`src/rtl/vga_scan_timing_if.sv`:
```
// Display-side bundle of the raster timing generator: mode/step controls in, raster and pulse outputs out.
interface vga_scan_timing_if;
  logic       run;
  logic       stepReq;
  logic [9:0] column;
  logic [8:0] row;
  logic       displayActive;
  logic       vblank;
  logic       hsync;
  logic       vsync;
  logic       drawRequest;
  logic       frameStart;

  modport master (
    input  run, stepReq,
    output column, row, displayActive, vblank, hsync, vsync, drawRequest, frameStart
  );

  modport slave (
    output run, stepReq,
    input  column, row, displayActive, vblank, hsync, vsync, drawRequest, frameStart
  );
endinterface

```
`src/rtl/vga_scan_timing.sv`:
```
// VGA raster timing (blanking first, then active) with Game of Life generation pulse scheduling.
// Define STEP_INPUT_EN to build the stepReq synchroniser / single-step path.
module vga_scan_timing #(
  parameter int unsigned H_ACTIVE       = 640,
  parameter int unsigned H_FRONT        = 16,
  parameter int unsigned H_SYNC         = 96,
  parameter int unsigned H_BACK         = 48,
  parameter int unsigned V_ACTIVE       = 480,
  parameter int unsigned V_FRONT        = 10,
  parameter int unsigned V_SYNC         = 2,
  parameter int unsigned V_BACK         = 33,
  parameter logic        SYNC_POL       = 1'b0,
  parameter int unsigned FRAMES_PER_GEN = 4
) (
  input  logic               clkDiv,
  input  logic               rst,
  vga_scan_timing_if.master  bus
);
  localparam int unsigned H_TOTAL  = H_ACTIVE + H_FRONT + H_SYNC + H_BACK;
  localparam int unsigned V_BLANK  = V_FRONT + V_SYNC + V_BACK;
  localparam int unsigned HS_START = H_ACTIVE + H_FRONT;
  localparam int unsigned HS_END   = HS_START + H_SYNC;
  localparam int unsigned VS_START = V_FRONT;
  localparam int unsigned VS_END   = V_FRONT + V_SYNC;
  localparam int unsigned CNT_W    = (FRAMES_PER_GEN > 1) ? $clog2(FRAMES_PER_GEN) : 1;

  typedef enum logic {ST_BLANK, ST_ACTIVE} state_t;

  state_t             r_state, w_state_nxt;
  logic [9:0]         r_col, w_col_nxt;
  logic [8:0]         r_row, w_row_nxt;
  logic [CNT_W-1:0]   r_cnt, w_cnt_nxt;
  logic               r_hsync, r_vsync, r_de, r_fs, r_draw;
  logic               w_hsync_nxt, w_vsync_nxt, w_de_nxt, w_fs_nxt, w_draw_nxt;
  logic               w_frame_wrap, w_auto, w_step_due;

  // Next raster position; outputs are registered from it so all of them describe the same pixel.
  always_comb begin
    w_state_nxt  = r_state;
    w_col_nxt    = r_col + 10'd1;
    w_row_nxt    = r_row;
    w_frame_wrap = 1'b0;
    w_auto       = 1'b0;
    w_cnt_nxt    = r_cnt;
    if (r_col == 10'(H_TOTAL - 1)) begin
      w_col_nxt = '0;
      w_row_nxt = r_row + 9'd1;
      case (r_state)
        ST_BLANK: if (r_row == 9'(V_BLANK - 1)) begin
          w_state_nxt = ST_ACTIVE;
          w_row_nxt   = '0;
        end
        ST_ACTIVE: if (r_row == 9'(V_ACTIVE - 1)) begin
          w_state_nxt  = ST_BLANK;
          w_row_nxt    = '0;
          w_frame_wrap = 1'b1;
        end
        default: ;
      endcase
    end

    w_hsync_nxt = (w_col_nxt >= 10'(HS_START) && w_col_nxt < 10'(HS_END)) ? SYNC_POL : ~SYNC_POL;
    w_vsync_nxt = (w_state_nxt == ST_BLANK && w_row_nxt >= 9'(VS_START) && w_row_nxt < 9'(VS_END))
                  ? SYNC_POL : ~SYNC_POL;
    w_de_nxt    = (w_state_nxt == ST_ACTIVE) && (w_col_nxt < 10'(H_ACTIVE));
    w_fs_nxt    = (w_state_nxt == ST_ACTIVE) && (w_row_nxt == '0) && (w_col_nxt == '0);

    // Frame counter only moves on an active->blanking wrap; run=0 parks it at zero.
    if (!bus.run) begin
      w_cnt_nxt = '0;
    end else if (w_frame_wrap) begin
      if (r_cnt == CNT_W'(FRAMES_PER_GEN - 1)) begin
        w_auto    = 1'b1;
        w_cnt_nxt = '0;
      end else begin
        w_cnt_nxt = r_cnt + CNT_W'(1);
      end
    end
    w_draw_nxt = w_frame_wrap && (w_auto || w_step_due);
  end

  always_ff @(posedge clkDiv or posedge rst) begin
    if (rst) begin
      r_state <= ST_BLANK;
      r_col   <= '0;
      r_row   <= '0;
      r_cnt   <= '0;
      r_hsync <= ~SYNC_POL;
      r_vsync <= ~SYNC_POL;
      r_de    <= 1'b0;
      r_fs    <= 1'b0;
      r_draw  <= 1'b0;
    end else begin
      r_state <= w_state_nxt;
      r_col   <= w_col_nxt;
      r_row   <= w_row_nxt;
      r_cnt   <= w_cnt_nxt;
      r_hsync <= w_hsync_nxt;
      r_vsync <= w_vsync_nxt;
      r_de    <= w_de_nxt;
      r_fs    <= w_fs_nxt;
      r_draw  <= w_draw_nxt;
    end
  end

`ifdef STEP_INPUT_EN
  logic [1:0] r_sync;
  logic       r_sync_d, r_pending, w_step_edge;

  assign w_step_edge = r_sync[1] & ~r_sync_d;
  assign w_step_due  = r_pending;

  // Button edges latch a pending step; an edge seen while a pulse is issued or out is absorbed by it.
  always_ff @(posedge clkDiv or posedge rst) begin
    if (rst) begin
      r_sync    <= '0;
      r_sync_d  <= 1'b0;
      r_pending <= 1'b0;
    end else begin
      r_sync   <= {r_sync[0], bus.stepReq};
      r_sync_d <= r_sync[1];
      if (w_draw_nxt)
        r_pending <= 1'b0;
      else if (w_step_edge && !r_draw)
        r_pending <= 1'b1;
    end
  end
`else
  logic w_unused_step;
  assign w_unused_step = bus.stepReq;
  assign w_step_due    = 1'b0;
`endif

  assign bus.column        = r_col;
  assign bus.row           = r_row;
  assign bus.vblank        = (r_state == ST_BLANK);
  assign bus.displayActive = r_de;
  assign bus.hsync         = r_hsync;
  assign bus.vsync         = r_vsync;
  assign bus.drawRequest   = r_draw;
  assign bus.frameStart    = r_fs;
endmodule
```
`src/flat_wrapper.sv`:
```
// flat-port wrapper written by rule: the top's interface ports become plain ports
module vga_scan_timing_flat 
#(
  parameter int unsigned H_ACTIVE       = 640,
  parameter int unsigned H_FRONT        = 16,
  parameter int unsigned H_SYNC         = 96,
  parameter int unsigned H_BACK         = 48,
  parameter int unsigned V_ACTIVE       = 480,
  parameter int unsigned V_FRONT        = 10,
  parameter int unsigned V_SYNC         = 2,
  parameter int unsigned V_BACK         = 33,
  parameter logic        SYNC_POL       = 1'b0,
  parameter int unsigned FRAMES_PER_GEN = 4
)
  (clkDiv, rst, bus_run, bus_stepReq, bus_column, bus_row, bus_displayActive, bus_vblank, bus_hsync, bus_vsync, bus_drawRequest, bus_frameStart);
  vga_scan_timing_if bus_i ();
  input  logic clkDiv;
  input  logic rst;
  input wire logic [$bits(bus_i.run)-1:0] bus_run;
  input wire logic [$bits(bus_i.stepReq)-1:0] bus_stepReq;
  output wire logic [$bits(bus_i.column)-1:0] bus_column;
  output wire logic [$bits(bus_i.row)-1:0] bus_row;
  output wire logic [$bits(bus_i.displayActive)-1:0] bus_displayActive;
  output wire logic [$bits(bus_i.vblank)-1:0] bus_vblank;
  output wire logic [$bits(bus_i.hsync)-1:0] bus_hsync;
  output wire logic [$bits(bus_i.vsync)-1:0] bus_vsync;
  output wire logic [$bits(bus_i.drawRequest)-1:0] bus_drawRequest;
  output wire logic [$bits(bus_i.frameStart)-1:0] bus_frameStart;
  assign bus_i.run = bus_run;
  assign bus_i.stepReq = bus_stepReq;
  assign bus_column = bus_i.column;
  assign bus_row = bus_i.row;
  assign bus_displayActive = bus_i.displayActive;
  assign bus_vblank = bus_i.vblank;
  assign bus_hsync = bus_i.hsync;
  assign bus_vsync = bus_i.vsync;
  assign bus_drawRequest = bus_i.drawRequest;
  assign bus_frameStart = bus_i.frameStart;
  vga_scan_timing #(.H_ACTIVE(H_ACTIVE), .H_FRONT(H_FRONT), .H_SYNC(H_SYNC), .H_BACK(H_BACK), .V_ACTIVE(V_ACTIVE), .V_FRONT(V_FRONT), .V_SYNC(V_SYNC), .V_BACK(V_BACK), .SYNC_POL(SYNC_POL), .FRAMES_PER_GEN(FRAMES_PER_GEN)) u_core (.clkDiv(clkDiv), .rst(rst), .bus(bus_i));
endmodule
```
`config.mk`:
```
export PLATFORM = sky130hd
export DESIGN_NAME = vga_scan_timing_flat
export DESIGN_NICKNAME = d
export VERILOG_FILES = /design/src/rtl/vga_scan_timing_if.sv /design/src/rtl/vga_scan_timing.sv /design/src/flat_wrapper.sv
export SDC_FILE = /design/constraint.sdc
export NUM_CORES = 1
export LEC_CHECK = 0
export BUFFER_PORTS_ARGS = -buffer_cell sky130_fd_sc_hd__buf_2
export CORE_MARGIN = 4
export CORE_UTILIZATION = 55
export DETAILED_ROUTE_END_ITERATION = 8
export PLACE_DENSITY_LB_ADDON = 0.05
export SYNTH_ARGS = -nofsm -noshare
export SYNTH_HDL_FRONTEND = slang
export SYNTH_SLANG_ARGS = --single-unit
export TNS_END_PERCENT = 1
```
`constraint.sdc`:
```
create_clock -name clkDiv -period 3 [get_ports clkDiv]
set_clock_uncertainty 0.1 [all_clocks]
set_input_delay 0.6 -clock clkDiv [delete_from_list [all_inputs] [get_ports clkDiv]]
set_output_delay 0.6 -clock clkDiv [all_outputs]
set_load 0.02 [all_outputs]
```
======== Word level (Yosys, flattened, before mapping) ========
Cells that the tools add are included.
cells by class
  equality and inequality tests ........... 5
  bitwise logic cells ..................... 2
  reduce and logical (&&, ||, !) cells .... 9
  $lt $le $gt $ge ......................... 5
  multiplexer cells ....................... 20
  $add $sub $neg .......................... 3
operators by type and width
  cell                                                               number
  two-way mux 9 bit                                                  3
  less-than comparator 10 bit, second input constant                 2
  case mux 9 bit (2 select lines)                                    1
  two-way mux 1 bit                                                  11
  adder 10 x 1 -> 10 bit, second input constant                      1
  == test 10 bit, second input constant                              1
  greater-or-equal comparator 10 bit, second input constant          1
  zero test 10 bit                                                   1
  two-way mux 10 bit                                                 1
  adder 9 x 1 -> 9 bit, second input constant                        1
  == test 9 x 6 -> 1 bit, second input constant                      1
  == test 9 bit, second input constant                               1
  greater-or-equal comparator 9 x 4 -> 1 bit, second input constant  1
  zero test 9 bit                                                    1
  less-than comparator 9 x 4 -> 1 bit, second input constant         1
  logical AND 1 bit                                                  7
  two-way mux 2 bit                                                  3
  adder 2 x 1 -> 2 bit, second input constant                        1
  == test 2 bit, second input constant                               1
  inequality test 2 x 1 -> 1 bit, second input constant              1
  NOT 1 bit                                                          2
  case mux 1 bit (2 select lines)                                    1
storage, ports and cells
  flip-flop bits (word level) ............. 27
  output and inout bits ................... 25
  input port bits ......................... 4
  logic and storage cells ................. 53

======== Longest topological paths before layout ========
  depth in word-level cells ............... 8
  depth in mapped cells ................... 9
  gate-level depth less buffers ........... 8

======== Least setup slack after synthesis ========
Ideal clock, no wire load.
  path type ............................... register to register
  from .................................... reg u_core.r_col[0], in the netlist u_core.bus.column[0]
  to ...................................... reg u_core.r_vsync, in the netlist u_core.bus.vsync
  buffers on the path ..................... 0
  setup time .............................. 0.090 ns
  stages on the path, launching flop included .. 8
  period minus slack after synthesis ...... 2.336 ns
  arrival ................................. 2.145 ns
  required time ........................... 2.810 ns
  path slack .............................. 0.664 ns
  path through ............................ dfrtp_1 -> ha_1 -> nand4_1 -> nor3_4 -> nand2_2 -> mux2_4 -> a2111oi_2 -> nand2_1
between the ends
  cells in the longest elaborated chain, start to end .. 6
  elaborated cells on any way between the ends .. 9
  classes of those cells .................. order compare: 2; eq/ne: 1; mux: 3; bitwise: 1; reduce/logical: 2
RTL lines
  what                                                                     line                   RTL
  start, declared                                                          vga_scan_timing.sv:30  logic [9:0] r_col, w_col_nxt;
  start signal, assigned                                                   vga_scan_timing.sv:95  r_col <= w_col_nxt;
  == test 10 bit (*)                                                       vga_scan_timing.sv:45  if (r_col == 10'(H_TOTAL - 1)) begin
  two-way mux 9 bit or two-way mux 1 bit (tied branches)                   vga_scan_timing.sv:45
  greater-or-equal comparator 9 x 4 -> 1 bit or NOT 1 bit (tied branches)  vga_scan_timing.sv:63  w_vsync_nxt = (w_state_nxt == ST_BLANK && w_row_nxt >= 9'(VS_START) && w_row_nxt < 9'(VS_END))
  logical AND 1 bit                                                        vga_scan_timing.sv:63
  logical AND 1 bit (*)                                                    vga_scan_timing.sv:63
  two-way mux 1 bit (*)                                                    vga_scan_timing.sv:64  ? SYNC_POL : ~SYNC_POL;
  named net u_core.w_vsync_nxt                                             vga_scan_timing.sv:34  logic w_hsync_nxt, w_vsync_nxt, w_de_nxt, w_fs_nxt, w_draw_nxt;
  end signal, assigned                                                     vga_scan_timing.sv:89  r_vsync <= ~SYNC_POL;
  end signal, assigned                                                     vga_scan_timing.sv:99  r_vsync <= w_vsync_nxt;
  end, declared                                                            vga_scan_timing.sv:33  logic r_hsync, r_vsync, r_de, r_fs, r_draw;
Mark *: on every way through the listed nets, which the timed path passes. The rest lies on a longest branch.
A chain may end at the register's enable or synchronous reset.

======== Worst setup path in the final report ========
  from .................................... reg u_core.r_col[6], in the netlist u_core.bus.column[6]
  to ...................................... reg u_core.r_fs, in the netlist u_core.bus.frameStart
between the ends
  cells in the longest elaborated chain, start to end .. 5
  elaborated cells on any way between the ends .. 9
  classes of those cells .................. add/sub: 1; eq/ne: 1; mux: 3; reduce/logical: 4
RTL lines
  what                                                            line                    RTL
  branches (longest 4 deep; another with adder 10 x 1 -> 10 bit)  n/a
  logical AND 1 bit (*)                                           vga_scan_timing.sv:66   w_fs_nxt = (w_state_nxt == ST_ACTIVE) && (w_row_nxt == '0) && (w_col_nxt == '0);
  named net u_core.w_fs_nxt                                       vga_scan_timing.sv:34
  end signal, assigned                                            vga_scan_timing.sv:101  r_fs <= w_fs_nxt;
  end, declared                                                   vga_scan_timing.sv:33
Mark *: on every way through the listed nets, which the timed path passes.

==> PnR_summary.wiki <==
{| class="wikitable"
! Metric !! Value
|-
| Total of endpoints with negative setup slack in the final report || 0
|-
| Family with the most delay on the worst path || simple AND/OR/NAND/NOR gates
|-
| Largest net degree at the start of global routing || 28
|-
| CTS tree || yes
|-
| Clock root buffer || sky130_fd_sc_hd__clkbuf_4
|-
| Final worst path period need || 2.620 ns
|-
| Via count of the first global-routing pass || 1205
|-
| Antenna diodes || 0
|-
| Dpl cells || 221
|-
| Effective utilization at floorplan || 57.26%
|-
| Share of cells above drive strength 1 || 22.68%
|-
| Sinks on Clock Net || 27
|-
| Arrival time of the worst setup path || 2.76 ns
|-
| Final max-slew violation count || 0
|-
| Buffers on Ports || 27
|-
| Clock-pin slew on the worst setup and hold paths || 0.15 ns
|-
| Height of the die || 61.58 um
|-
| P_leak || 0.8444 nW
|-
| Post-synthesis cell type count || 44
|-
| Total of fill cells in the finished design || 264
|-
| Crit share post-route || 87.35%
|-
| Total power of the final layout || 0.5350 mW
|-
| Power per Cell Area || 306.3 nW/um^2
|-
| Most frequent cells after synthesis || sky130_fd_sc_hd__dfrtp_1 (25), sky130_fd_sc_hd__nor2_1 (23), sky130_fd_sc_hd__nand2_1 (13), sky130_fd_sc_hd__nand3_1 (10), sky130_fd_sc_hd__xor2_1 (9)
|-
| Average via count per standard cell || 5.711
|-
| Sum of buffers and inverters on the critical path || 0
|-
| Worst setup EP type || register
|-
| Post-cts sizing count || 0
|-
| Min-Delay Path Class || in2async
|-
| Post-Synthesis Cells || 166
|-
| Leading area contributor after synthesis || sky130_fd_sc_hd__dfrtp_1
|-
| Setup repair after global routing missed its margin || false
|-
| Wire length per cell after detailed routing || 14.88 um
|-
| # Max-Cap Violations || 0
|-
| Kind of start point of the critical path || register
|-
| Area of the mapped netlist || 1579 um^2
|-
| Maximum fanout along the worst path || 15
|-
| Clock buffer count from CTS || 3
|-
| Post-route non-filler standard cell count || 225
|-
| Routed via count || 1285
|-
| Proportion of synthesized flip-flops having asynchronous set or reset || 100.0%
|-
| Core Area || 2758 um^2
|-
| Post-Route WL || 3.347 mm
|-
| Leading cell types by total area after synthesis || sky130_fd_sc_hd__dfrtp_1 (40%), sky130_fd_sc_hd__nor2_1 (5.5%), sky130_fd_sc_hd__xor2_1 (5.0%)
|-
| # Post-CTS Setup Buffers || 0
|-
| Final setup margin || 0.3796 ns
|-
| Area share of the largest cell type after synthesis || 39.62%
|-
| I/O pin total || 29
|-
| Layout overhead on the synthesized area || 10.62%
|-
| Number of warnings printed during yosys synthesis || 0
|-
| Total grt overflow || 0
|-
| Critical Path Max Stage Delay || 0.52 ns
|-
| Layout Nets || 204
|-
| Type of the setup path with the least slack || reg2reg
|-
| Critical path's slowest cell || sky130_fd_sc_hd__dfrtp_1
|-
| Antenna violations before repair || 0
|-
| Clock Tree Buf Depth || 2
|-
| Post-place setup slack || 0.3881 ns
|-
| Cell-by-cell listing of the critical path || or3b_4, nor3_4, nand4_1, a221oi_1, a31oi_1, nor3_1
|-
| Horizontal die dimension || 61.58 um
|-
| Final number of hold-violating endpoints || 0
|-
| Remaining antenna violation count after routing || 0
|-
| Tot GR Track Use || 19.49%
|-
| Final TNS setup || 0 ns
|-
| Clock Latency Late Sink || 0.32 ns
|-
| Max-slew headroom at the worst pin || 62.96%
|-
| Router iterations before antenna repair || 4
|-
| Die footprint || 3792 um^2
|-
| Max Fclk || 381.6 MHz
|-
| Post-synth EDFFs || 0
|-
| HPWL reported at the end of detailed placement || 2.514 mm
|-
| Deepest level of the CTS H-tree || 1
|-
| Hold-fix buffers at CTS || 0
|-
| Yosys reg bits || 27
|-
| Top FF cell, synth || sky130_fd_sc_hd__dfrtp_1
|-
| Run status || finished, final reports clean
|-
| Drt first-iter violations || 27
|-
| Seq/Total Area, Yosys || 42.95%
|-
| Remaining design rule violation count || 0
|-
| Worst IR drop on VDD || 0.0002150 V
|-
| First-pass GRT wire length || 5.499 mm
|-
| Cell with the most instances after synthesis || sky130_fd_sc_hd__dfrtp_1
|-
| Row count || 19
|-
| Avg Synthesized Cell Area || 9.512 um^2
|-
| Routability Congestion || 0.8511
|-
| Required time at the worst-slack endpoint || 3.14 ns
|-
| Net count of the mapped netlist || 175
|-
| Worst-Margin Slew || 0.5538 ns
|}
[metrics by stage]
stage          utilization (%)  hold slack [ns]  cell area, um^2
6_report                 63.34           0.1986             1747
5_1_grt                  63.34           0.2090             1747
4_1_cts                  63.34           0.2019             1747
3_5_place_dp             62.39           0.3997             1720
3_3_place_gp             62.39           0.3942             1720
2_1_floorplan                -           0.4129             1579
[cells by family after synthesis]
family,share of synthesized area (%)
AOI/OAI and AO/OA,9.113
adders and majority gates,3.962
muxes,2.852
buffers and inverters,5.388
and+or+nand+nor,26.39
xor gates and xnor gates,9.351
DFF,42.95
[power breakdown]
group          internal (mW)         switching [mW]  leakage (nW)
clock                 0.0521                  0.109        0.0150
sequential             0.364  0.0000000000000000431         0.356
combinational        0.00223                0.00739         0.473
[cell type report]
cell class	count	area, um^2	area share, %
Inverter	6	22.52	1.289
Multi-Input combinational cell	126	815.8	46.70
Clock buffer	4	26.28	1.504
Timing Repair Buffer	31	165.2	9.456
Tap cell	31	38.79	2.221
Sequential cell	27	678.2	38.83
[tightest hold or removal path, cell delays in order]
cell and delay (ns):
sky130_fd_sc_hd__buf_2 0.09, sky130_fd_sc_hd__inv_1 0.04, sky130_fd_sc_hd__buf_4 0.32
[cells in the final DEF (no fill, tap or decap), types with 5 or more instances in the layout]
cell type	n
sky130_fd_sc_hd__ha_1	5
sky130_fd_sc_hd__dfrtp_1	25
sky130_fd_sc_hd__nor2_1	23
sky130_fd_sc_hd__nand4_1	5
sky130_fd_sc_hd__inv_1	6
sky130_fd_sc_hd__buf_2	27
sky130_fd_sc_hd__xor2_1	9
sky130_fd_sc_hd__o21ai_0	8
sky130_fd_sc_hd__xnor2_1	6
sky130_fd_sc_hd__nand3_1	10
sky130_fd_sc_hd__nand2_1	13
[routing by layer]
metal | up-vias | share of wire (%) | global-route usage (%)
met5 | - | 0 | 0
met2 | 29 | 46 | 30.64
met4 | 0 | 1.3 | 6.970
met1 | 616 | 48 | 27.21
li1 | 636 | - | -
met3 | 4 | 4.4 | 2.935
[sequential cells by signal, summed over array words and instances (netlist names)]
register and cells:
u_core.bus.column 10, u_core.bus.row 9, u_core.r_cnt 2, u_core.bus.displayActive 1, u_core.bus.drawRequest 1, u_core.bus.frameStart 1
u_core.bus.hsync 1, u_core.bus.vsync 1, u_core.r_state 1
[final timing paths]
path	depth (start not counted)	start	to	slack, ns
min	3	rst	u_core.r_cnt[0]	0.20
min reg2reg	1	u_core.bus.column[0]	u_core.bus.column[0]	0.41
max in group asynchronous	3	rst	u_core.bus.hsync	2.30
max reg2reg	6	u_core.bus.column[6]	u_core.bus.frameStart	0.38
min in group clkDiv	1	u_core.bus.column[0]	u_core.bus.column[0]	0.41
max	6	u_core.bus.column[6]	u_core.bus.frameStart	0.38
No activity file was read; power rests on OpenSTA's default activity.
